**src/rtl/sprite_redraw.sv**
```systemverilog
// Erase-then-redraw engine for the player, bullet and enemy sprites.
// Services move pulses in priority order and streams one VGA pixel write per clock.
module sprite_redraw #(
   parameter logic [2:0] BG_COLOUR     = 3'b000,
   parameter logic [2:0] PLAYER_COLOUR = 3'b010,
   parameter logic [2:0] BULLET_COLOUR = 3'b111,
   parameter logic [2:0] ENEMY_COLOUR  = 3'b100,
   parameter logic [7:0] SCREEN_W      = 8'd160,
   parameter logic [6:0] SCREEN_H      = 7'd120
) (
   input  logic       clk,
   input  logic       resetn,
   input  logic       clear_all,
   input  logic       p_move,
   input  logic [7:0] p_x,
   input  logic [6:0] p_y,
   input  logic       b_move,
   input  logic [7:0] b_x,
   input  logic [6:0] b_y,
   input  logic       e_move,
   input  logic [7:0] e_x,
   input  logic [6:0] e_y,
   input  logic [3:0] e_width,
   output logic [7:0] vga_x,
   output logic [6:0] vga_y,
   output logic [2:0] vga_colour,
   output logic       plot,
   output logic       busy
);

   localparam int unsigned XW  = 8;
   localparam int unsigned YW  = 7;
   localparam int unsigned WW  = 4;
   localparam int unsigned CW  = 3;
   localparam int unsigned NCH = 3;

   typedef enum logic [1:0] {S_IDLE, S_LOAD, S_ERASE, S_DRAW} state_e;

   state_e          state_q, state_d;
   logic [NCH-1:0]  pending_q, pending_d;
   logic [1:0]      sel_q, sel_d;
   logic [XW-1:0]   ox_q, ox_d, nx_q, nx_d;
   logic [YW-1:0]   oy_q, oy_d, ny_q, ny_d;
   logic [WW-1:0]   ow_q, ow_d, nw_q, nw_d;
   logic [WW-1:0]   dx_q, dx_d, dy_q, dy_d;
   logic [XW-1:0]   old_x_q [NCH];
   logic [XW-1:0]   old_x_d [NCH];
   logic [YW-1:0]   old_y_q [NCH];
   logic [YW-1:0]   old_y_d [NCH];
   logic [WW-1:0]   old_w_q [NCH];
   logic [WW-1:0]   old_w_d [NCH];
   logic [NCH-1:0]  move_vec;
   logic            shadow_wr;

   logic [XW-1:0]   vga_x_q, vga_x_d;
   logic [YW-1:0]   vga_y_q, vga_y_d;
   logic [CW-1:0]   colour_q, colour_d;
   logic            plot_q, plot_d;
   logic            busy_q, busy_d;
   logic [XW:0]     sx;
   logic [YW:0]     sy;
   logic            pix_on;

   assign move_vec = {e_move, b_move, p_move};

   // Sequencing, pending-bit bookkeeping and shadow updates
   always_comb begin
      state_d   = state_q;
      pending_d = pending_q | move_vec;
      sel_d     = sel_q;
      ox_d      = ox_q;
      oy_d      = oy_q;
      ow_d      = ow_q;
      nx_d      = nx_q;
      ny_d      = ny_q;
      nw_d      = nw_q;
      dx_d      = dx_q;
      dy_d      = dy_q;
      old_x_d   = old_x_q;
      old_y_d   = old_y_q;
      old_w_d   = old_w_q;
      shadow_wr = 1'b0;

      unique case (state_q)
         S_IDLE: begin
            if (|pending_q) begin
               state_d = S_LOAD;
               if (pending_q[0])      sel_d = 2'd0;
               else if (pending_q[1]) sel_d = 2'd1;
               else                   sel_d = 2'd2;
               // a pulse landing on the same edge re-arms the channel
               pending_d[sel_d] = move_vec[sel_d];
            end
         end
         S_LOAD: begin
            case (sel_q)
               2'd0: begin nx_d = p_x; ny_d = p_y; nw_d = 4'd3; end
               2'd1: begin nx_d = b_x; ny_d = b_y; nw_d = 4'd1; end
               default: begin nx_d = e_x; ny_d = e_y; nw_d = e_width; end
            endcase
            ox_d = old_x_q[sel_q];
            oy_d = old_y_q[sel_q];
            ow_d = old_w_q[sel_q];
            dx_d = '0;
            dy_d = '0;
            if (ow_d != '0)      state_d = S_ERASE;
            else if (nw_d != '0) state_d = S_DRAW;
            else begin
               state_d   = S_IDLE;
               shadow_wr = 1'b1;
            end
         end
         S_ERASE: begin
            if (dx_q == ow_q - 4'd1) begin
               dx_d = '0;
               if (dy_q == ow_q - 4'd1) begin
                  dy_d = '0;
                  if (nw_q != '0) state_d = S_DRAW;
                  else begin
                     state_d   = S_IDLE;
                     shadow_wr = 1'b1;
                  end
               end else begin
                  dy_d = dy_q + 4'd1;
               end
            end else begin
               dx_d = dx_q + 4'd1;
            end
         end
         S_DRAW: begin
            if (dx_q == nw_q - 4'd1) begin
               dx_d = '0;
               if (dy_q == nw_q - 4'd1) begin
                  dy_d      = '0;
                  state_d   = S_IDLE;
                  shadow_wr = 1'b1;
               end else begin
                  dy_d = dy_q + 4'd1;
               end
            end else begin
               dx_d = dx_q + 4'd1;
            end
         end
      endcase

      if (shadow_wr) begin
         old_x_d[sel_q] = nx_d;
         old_y_d[sel_q] = ny_d;
         old_w_d[sel_q] = nw_d;
      end

      if (clear_all) begin
         state_d   = S_IDLE;
         pending_d = '0;
         dx_d      = '0;
         dy_d      = '0;
         old_x_d   = '{default: '0};
         old_y_d   = '{default: '0};
         old_w_d   = '{default: '0};
      end
   end

   // Next-cycle pixel: computed from next state so the registered outputs line up with it
   always_comb begin
      sx       = '0;
      sy       = '0;
      pix_on   = 1'b0;
      vga_x_d  = '0;
      vga_y_d  = '0;
      colour_d = BG_COLOUR;
      plot_d   = 1'b0;
      busy_d   = (state_d != S_IDLE);

      case (state_d)
         S_ERASE: begin
            sx     = (XW+1)'(ox_d) + (XW+1)'(dx_d);
            sy     = (YW+1)'(oy_d) + (YW+1)'(dy_d);
            pix_on = 1'b1;
         end
         S_DRAW: begin
            sx     = (XW+1)'(nx_d) + (XW+1)'(dx_d);
            sy     = (YW+1)'(ny_d) + (YW+1)'(dy_d);
            pix_on = 1'b1;
            case (sel_d)
               2'd0:    colour_d = PLAYER_COLOUR;
               2'd1:    colour_d = BULLET_COLOUR;
               default: colour_d = ENEMY_COLOUR;
            endcase
         end
         default: ;
      endcase

      if (pix_on) begin
         vga_x_d = sx[XW-1:0];
         vga_y_d = sy[YW-1:0];
         plot_d  = (sx < (XW+1)'(SCREEN_W)) && (sy < (YW+1)'(SCREEN_H));
      end
   end

   always_ff @(posedge clk or negedge resetn) begin
      if (!resetn) begin
         state_q   <= S_IDLE;
         pending_q <= '0;
         sel_q     <= '0;
         ox_q      <= '0;
         oy_q      <= '0;
         ow_q      <= '0;
         nx_q      <= '0;
         ny_q      <= '0;
         nw_q      <= '0;
         dx_q      <= '0;
         dy_q      <= '0;
         old_x_q   <= '{default: '0};
         old_y_q   <= '{default: '0};
         old_w_q   <= '{default: '0};
         vga_x_q   <= '0;
         vga_y_q   <= '0;
         colour_q  <= BG_COLOUR;
         plot_q    <= 1'b0;
         busy_q    <= 1'b0;
      end else begin
         state_q   <= state_d;
         pending_q <= pending_d;
         sel_q     <= sel_d;
         ox_q      <= ox_d;
         oy_q      <= oy_d;
         ow_q      <= ow_d;
         nx_q      <= nx_d;
         ny_q      <= ny_d;
         nw_q      <= nw_d;
         dx_q      <= dx_d;
         dy_q      <= dy_d;
         old_x_q   <= old_x_d;
         old_y_q   <= old_y_d;
         old_w_q   <= old_w_d;
         vga_x_q   <= vga_x_d;
         vga_y_q   <= vga_y_d;
         colour_q  <= colour_d;
         plot_q    <= plot_d;
         busy_q    <= busy_d;
      end
   end

   assign vga_x      = vga_x_q;
   assign vga_y      = vga_y_q;
   assign vga_colour = colour_q;
   assign plot       = plot_q;
   assign busy       = busy_q;

endmodule

```
**config.mk**
```make
export PLATFORM = sky130hd
export DESIGN_NAME = sprite_redraw
export DESIGN_NICKNAME = d
export VERILOG_FILES = /design/src/rtl/sprite_redraw.sv
export SDC_FILE = /design/constraint.sdc
export NUM_CORES = 1
export LEC_CHECK = 0
export BUFFER_PORTS_ARGS = -buffer_cell sky130_fd_sc_hd__buf_2
export CAP_MARGIN = 10
export CELL_PAD_IN_SITES_DETAIL_PLACEMENT = 2
export CELL_PAD_IN_SITES_GLOBAL_PLACEMENT = 2
export CORE_ASPECT_RATIO = 1.5
export CORE_MARGIN = 2
export CORE_UTILIZATION = 39
export CTS_BUF_LIST = sky130_fd_sc_hd__clkbuf_4
export DETAILED_ROUTE_END_ITERATION = 7
export GPL_ROUTABILITY_DRIVEN = 1
export GPL_TIMING_DRIVEN = 0
export PLACE_DENSITY = 0.92
export SYNTH_ARGS = -nofsm -noshare
export SYNTH_HDL_FRONTEND = slang
export SYNTH_SLANG_ARGS = --single-unit
```
**constraint.sdc**
```tcl
create_clock -name clk -period 5.4 [get_ports clk]
set_input_delay 1.08 -clock clk [delete_from_list [all_inputs] [get_ports clk]]
set_output_delay 1.08 -clock clk [all_outputs]
set_load 0.03 [all_outputs]
```
Word-level counts from Yosys, hierarchy flattened
Cells that the tools add are included.
{ "word_totals": {"mem_bits_rw": 0, "n_memories": 0, "ff_bits": 130, "romBits": 0, "wordCells": 148, "latch_bits": 0} }
{ "classes": {"bitwise": 2, "addsub": 8, "n_shift": 0, "n_mux": 83, "order_cmp": 6, "mul": 0, "eq_ne": 11, "n_div": 0, "reduce_logical": 13} }
{ "ops": {"columns": ["operator", "count"], "rows": [
  ["$mux W4", 13],
  ["$mux W24", 2],
  ["$mux W8", 6],
  ["$mux W21", 2],
  ["$mux W7", 6],
  ["$pmux W8 S2", 2],
  ["$mux W2", 15],
  ["$bwmux W24", 1],
  ["$mux W12", 2],
  ["$pmux W4 S3", 2],
  ["$bwmux W21", 1],
  ["$add A8 B4 Y9", 2],
  ["$pmux W9 S2", 1],
  ["$add A7 B4 Y8", 2],
  ["$bmux W8 S2", 1],
  ["$demux W8 S2", 1],
  ["$eq A4 B4 Y1", 4],
  ["$bmux W7 S2", 1],
  ["$demux W7 S2", 1],
  ["$pmux W7 S2", 1],
  ["$bwmux W12", 1],
  ["$mux W3", 4],
  ["$reduce_bool A4 Y1", 3],
  ["$mux W1", 11],
  ["other kinds (26)", 38]
]} }

Longest topological paths before layout
{ "logic_depth": {"depth_word": 13, "mapped_depth": 22, "ltp_nobuf": 22} }

Worst setup path before layout
OpenSTA, ideal clock, no wires.
{ "synth_path": {"path_kind": "register -> register", "start": "reg ow_q[0]", "end": "reg plot_q, in the netlist plot", "path_slack_ps": 831, "arrival_time_ps": 4469, "required_ps": 5301, "setup_ps": 99, "stages_incl_launch_ff": 20, "path_buffers": 1, "cell_sequence": "dfrtp_1 inv_1 ha_1 xnor2_1 or4_4 or3_4 a32oi_4 inv_4 nand2_4 buf_2 mux2_2 ha_1 a21o_1 a21o_1 a21oi_1 nor2_1 xor2_1 mux2i_1 a221oi_1 a311oi_1"} }
{ "synth_between": {"elab_chain_cells": 11, "elab_cells_between_ends": 28} }
{ "synth_lines": {"columns": ["item", "line", "source"], "rows": [
  ["from (decl)", "44", "logic [WW-1:0] ow_q, ow_d, nw_q, nw_d;"],
  ["from (signal assigned)", "227", "ow_q <= ow_d;"],
  ["$sub A4 B1 Y4 (*)", "114, 116", null],
  ["$eq A4 B4 Y1", "116", "if (dy_q == ow_q - 4'd1) begin"],
  ["$mux W2", "116", null],
  ["$mux W2 (*)", "114", "if (dx_q == ow_q - 4'd1) begin"],
  ["$pmux W2 S4 (*)", "84", "unique case (state_q)"],
  ["$mux W2 (*)", "152", "if (clear_all) begin"],
  ["via state_d[1]", "39", "state_e state_q, state_d;"],
  ["$eq A2 B2 Y1", "174", "case (state_d)"],
  ["$pmux W9 S2 or $pmux W8 S2 (tied branches)", "174", null],
  ["$lt A9 B8 Y1 or $lt A8 B7 Y1 (tied branches)", "196", "plot_d = (sx < (XW+1)'(SCREEN_W)) && (sy < (YW+1)'(SCREEN_H));"],
  ["$logic_and A1 B1 Y1", "196", null],
  ["$mux W1 (*)", "193", "if (pix_on) begin"],
  ["via plot_d", "58", "logic plot_q, plot_d;"],
  ["to (signal assigned)", "239", "plot_q <= plot_d;"],
  ["to (decl)", "58", null]
]} }
The timed path passes the listed nets; every way through them passes the cells marked *.
A chain may end at the register's enable or synchronous reset.

Worst setup path after layout
{ "layout_path": {"start": "reg nw_q[0]", "end": "reg plot_q, in the netlist plot"} }
{ "layout_between": {"elab_chain_cells": 11, "elab_cells_between_ends": 32} }
{ "layout_lines": {"columns": ["item", "line", "source"], "rows": [
  ["from (decl)", "44", null],
  ["from (signal assigned)", "230", "nw_q <= nw_d;"],
  ["$sub A4 B1 Y4 or $reduce_bool A4 Y1 (tied branches)", "131, 133, 118", null],
  ["$eq A4 B4 Y1 or $mux W2 (tied branches)", "133, 118", null],
  ["$mux W2, on equally long branches", "133, 116", null],
  ["$mux W2, on equally long branches", "131, 114", null],
  ["$pmux W2 S4 (*)", "84", null],
  ["$mux W2 (*)", "152", null],
  ["via state_d[1]", "39", null],
  ["$eq A2 B2 Y1", "174", null],
  ["$pmux W9 S2 or $pmux W8 S2 (tied branches)", "174", null],
  ["$lt A9 B8 Y1 or $lt A8 B7 Y1 (tied branches)", "196", null],
  ["$logic_and A1 B1 Y1", "196", null],
  ["$mux W1 (*)", "193", null],
  ["via plot_d", "58", null]
]} }
Marks and branches as above.

==> impl_metrics.py <==
metrics = {
    "final_layout": {
        "syn2layout_area_growth_pct": 15.78,
        "fin_nets": 809,
        "fin_area_sq_um": 7719,
        "postLayoutCoreUtil_pct": 46.04,
        "nFillCells": 1764,
        "drive_gt1_share_pct": 22.07,
    },
    "global_routing": {
        "grt.busiest_layer": "met2",
        "grt_pass1_vias": 6661,
        "antenna_found_initial": 1,
        "met2_usage_pct": 53.57,
        "grt_use_total_pct": 28.52,
        "grtUsageMet3_pct": 4.576,
        "met1_usage_pct": 30.54,
        "grt_max_degree": 92,
        "grt_pass1_wl_um": 39210,
        "gr-total-overflow": 0,
    },
    "worst_setup_path": {
        "crit_arrival_ps": 5750,
        "crit_type": "reg2reg",
        "worst_r2r_path_depth": 21,
        "start_kind": "flip-flop",
        "critPathCaptureType": "flip-flop",
        "reg2reg_slack_ps": 160,
        "required_ps": 5920,
        "cp_max_fo": 10,
        "worstReg2RegStart": "nw_q[0]",
        "r2r_end": "plot",
    },
    "job": {
        "cap_violations": 0,
    },
    "floorplanning": {
        "core_sq_um": 16760,
        "dieHeight_um": 164.1,
        "die_x_um": 110.8,
        "io-pin-count": 75,
        "placementRows": 58,
        "initial_core_util_pct": 39.77,
        "dieArea_sq_um": 18180,
    },
    "logic_synthesis": {
        "yosysSeqAreaShare_pct": 48.80,
        "ys_top_cells_by_area": "dfrtp_1, a22o_1, mux2i_1, nor2_1, a21oi_1",
        "synth_top_area_cell": "dfrtp_1",
        "yosys_warnings": 0,
        "yosysMostFrequentCell": "dfrtp_1",
        "ys_seq_elements": 130,
        "synth.distinct_cells": 61,
        "yosys.area.top_type_share_pct": 48.80,
        "netlist_instances": 643,
        "ys_dominant_reg_cell": "dfrtp_1",
        "syn_nets": 713,
        "syn_avg_cell_area_sq_um": 10.37,
        "ys_async_sr_fraction_pct": 100.0,
        "synth_enable_flop_cells": 0,
        "ys_top_cells_by_count": "dfrtp_1, nor2_1, a22o_1, a21oi_1, nand2_1",
        "synth_area_sq_um": 6666,
    },
    "sta": {
        "whs_ps": 371.3,
        "max_freq_ghz": 0.1909,
        "setup_viol": 0,
        "slew_headroom_pct": 19.17,
        "worst_pin_slew_ps": 1207,
        "fin_crit_ps": 5238,
        "fin_crit_sh_pct": 96.99,
        "drv_slew": 0,
        "skew_ps": 30.22,
        "hold_viol": 0,
    },
    "clock_tree": {
        "cts_tree": "built",
        "insertion_delay_ps": 610,
        "clkSlewWorstSetupHoldPaths_ps": 140,
        "clockBufferDepth": 2,
        "cts.sinks": 130,
        "htreeDepth": 4,
        "cts_root_buf": "clkbuf_4",
        "numCtsBuffers": 17,
        "postCtsHoldBufs": 0,
    },
    "placed_design": {
        "port_buffers": 73,
        "place.gp.congestion": 0.8243,
        "dp_hpwl_um": 17110,
        "dpl_cell_area_sq_um": 7328,
    },
    "drt": {
        "vias_per_cell": 6.027,
        "vias": 5804,
        "drt_iter0_markers": 336,
        "ant_nets": 0,
        "drc": 0,
        "drtPass1Iterations": 5,
        "wirelength_um": 26090,
        "wl_per_cell_um": 27.09,
    },
    "power": {
        "max-vdd-ir-drop_v": 0.0002298,
        "total_power_w": 0.002999,
        "p_leak_nw": 3.730,
        "power_density_nw_per_um2": 388.6,
    },
    "worst_hold_path": {
        "hold_class": "in2async",
    },
    "run_status": {
        "status": "finished clean",
    },
}
kinds of logic (layout without fill, tap and decap cells):
logic type / Yosys count / in the layout / share of synthesized area (%)
compound gates: 182 / 182 / 19.03
xor+xnor: 31 / 31 / 4.486
fa+ha+maj: 15 / 15 / 3.041
buf+inv: 60 / 169 / 3.679
flops: 130 / 130 / 48.80
mux: 52 / 52 / 8.127
other cells: 0 / 1 / 0
simple gates: 173 / 173 / 12.84
critical path, cell delays in order, from the launching register on:
cell and delay [ps]:
dfrtp_2 430, inv_1 110, ha_1 240, xnor3_1 390
nand3_1 190, nor4_4 500, nand2_1 160, a32oi_4 340
inv_4 120, nand2_8 130, buf_6 180, mux2_2 390
ha_1 300, a21o_1 190, a21oi_2 220, nor2b_1 100
nor2_2 140, nor2_1 60, o21ai_0 150, nand2_1 160
a221o_1 350, a311oi_2 260
per-stage QoR:
stage                     std cells  TNS, ps  worst slack (ps)
after floorplan                 643        0             831.4
after global placement          926   -726.5            -466.5
after detailed placement        927    -1714            -696.5
after CTS                       959        0             8.813
after global routing            963   -44.83            -44.83
final                           963        0             162.4
how the worst max path moves through the flow:
stage / from / endpoint / depth (start not counted)
global placement: e_width[0] / plot / 19
finish: nw_q[0] / plot / 21
CTS: sel_q[0] / plot / 22
detailed placement: e_width[0] / plot / 19
global route: state_q[0] / plot / 17
floorplan: ow_q[0] / plot / 19
report_power, final:
group | internal, W | leakage [nW] | switching (W) | total, W
Sequential | 0.00108 | 1.76 | 0.0000791 | 0.00116
Combinational | 0.000340 | 1.83 | 0.000805 | 0.00115
Clock | 0.000268 | 0.138 | 0.000424 | 0.000693
Total | 0.00169 | 3.73 | 0.00131 | 0.00300
placed cells by master, fill, tap and decap left out, types with 11 or more instances in the layout:
| master | Yosys | routed |
|---|---|---|
| nor2_1 | 67 | 66 |
| nand2_1 | 47 | 46 |
| xnor2_1 | 20 | 19 |
| a21oi_1 | 50 | 47 |
| a22o_1 | 57 | 57 |
| a22oi_1 | 11 | 11 |
| dfrtp_1 | 130 | 128 |
| clkbuf_1 | 24 | 21 |
| mux2i_1 | 35 | 35 |
| clkbuf_4 | 0 | 17 |
| buf_2 | 5 | 75 |
| mux2_2 | 17 | 17 |
| inv_1 | 22 | 22 |
| ha_1 | 13 | 13 |
| o21ai_0 | 29 | 28 |
timing repair:
action	4_1_cts	5_1_grt
pin swaps	2	3
buffers inserted	1	4
hold endpoints to repair	0	0
setup endpoints to repair	7	3
gates resized for setup	13	11
cloned	0	0
sequential cells by signal (all words and copies together) (netlist names), 2 cells and up:
signal and cells:
vga_y 7, dy_q 4, old_w_q 12, vga_x 8, oy_q 7, ox_q 8, nw_q 4, state_q 2
sel_q 2, nx_q 8, ow_q 4, pending_q 3, ny_q 7, old_x_q 24, old_y_q 21, vga_colour 3
dx_q 4
final cells by class:
cell class | count | area (sq um) | share of cell area, %
diodes | 1 | 2.502 | 0.03242
plain buffers | 34 | 160.2 | 2.075
clock buffers | 17 | 127.6 | 1.653
clock inverters | 15 | 143.9 | 1.864
inverters | 24 | 93.84 | 1.216
multi-input cells | 453 | 3236 | 41.92
flip-flops and latches | 130 | 3256 | 42.18
well taps | 210 | 262.8 | 3.404
repair buffers | 79 | 436.7 | 5.657
per-layer routing:
layer  wire length [um]  vias to the layer above
met1               9527                     3003
met2              14270                      218
met5                  0                        -
li1                   -                     2499
met4               1331                        0
met3                960                       84
Power figures use the tool's default switching activity.
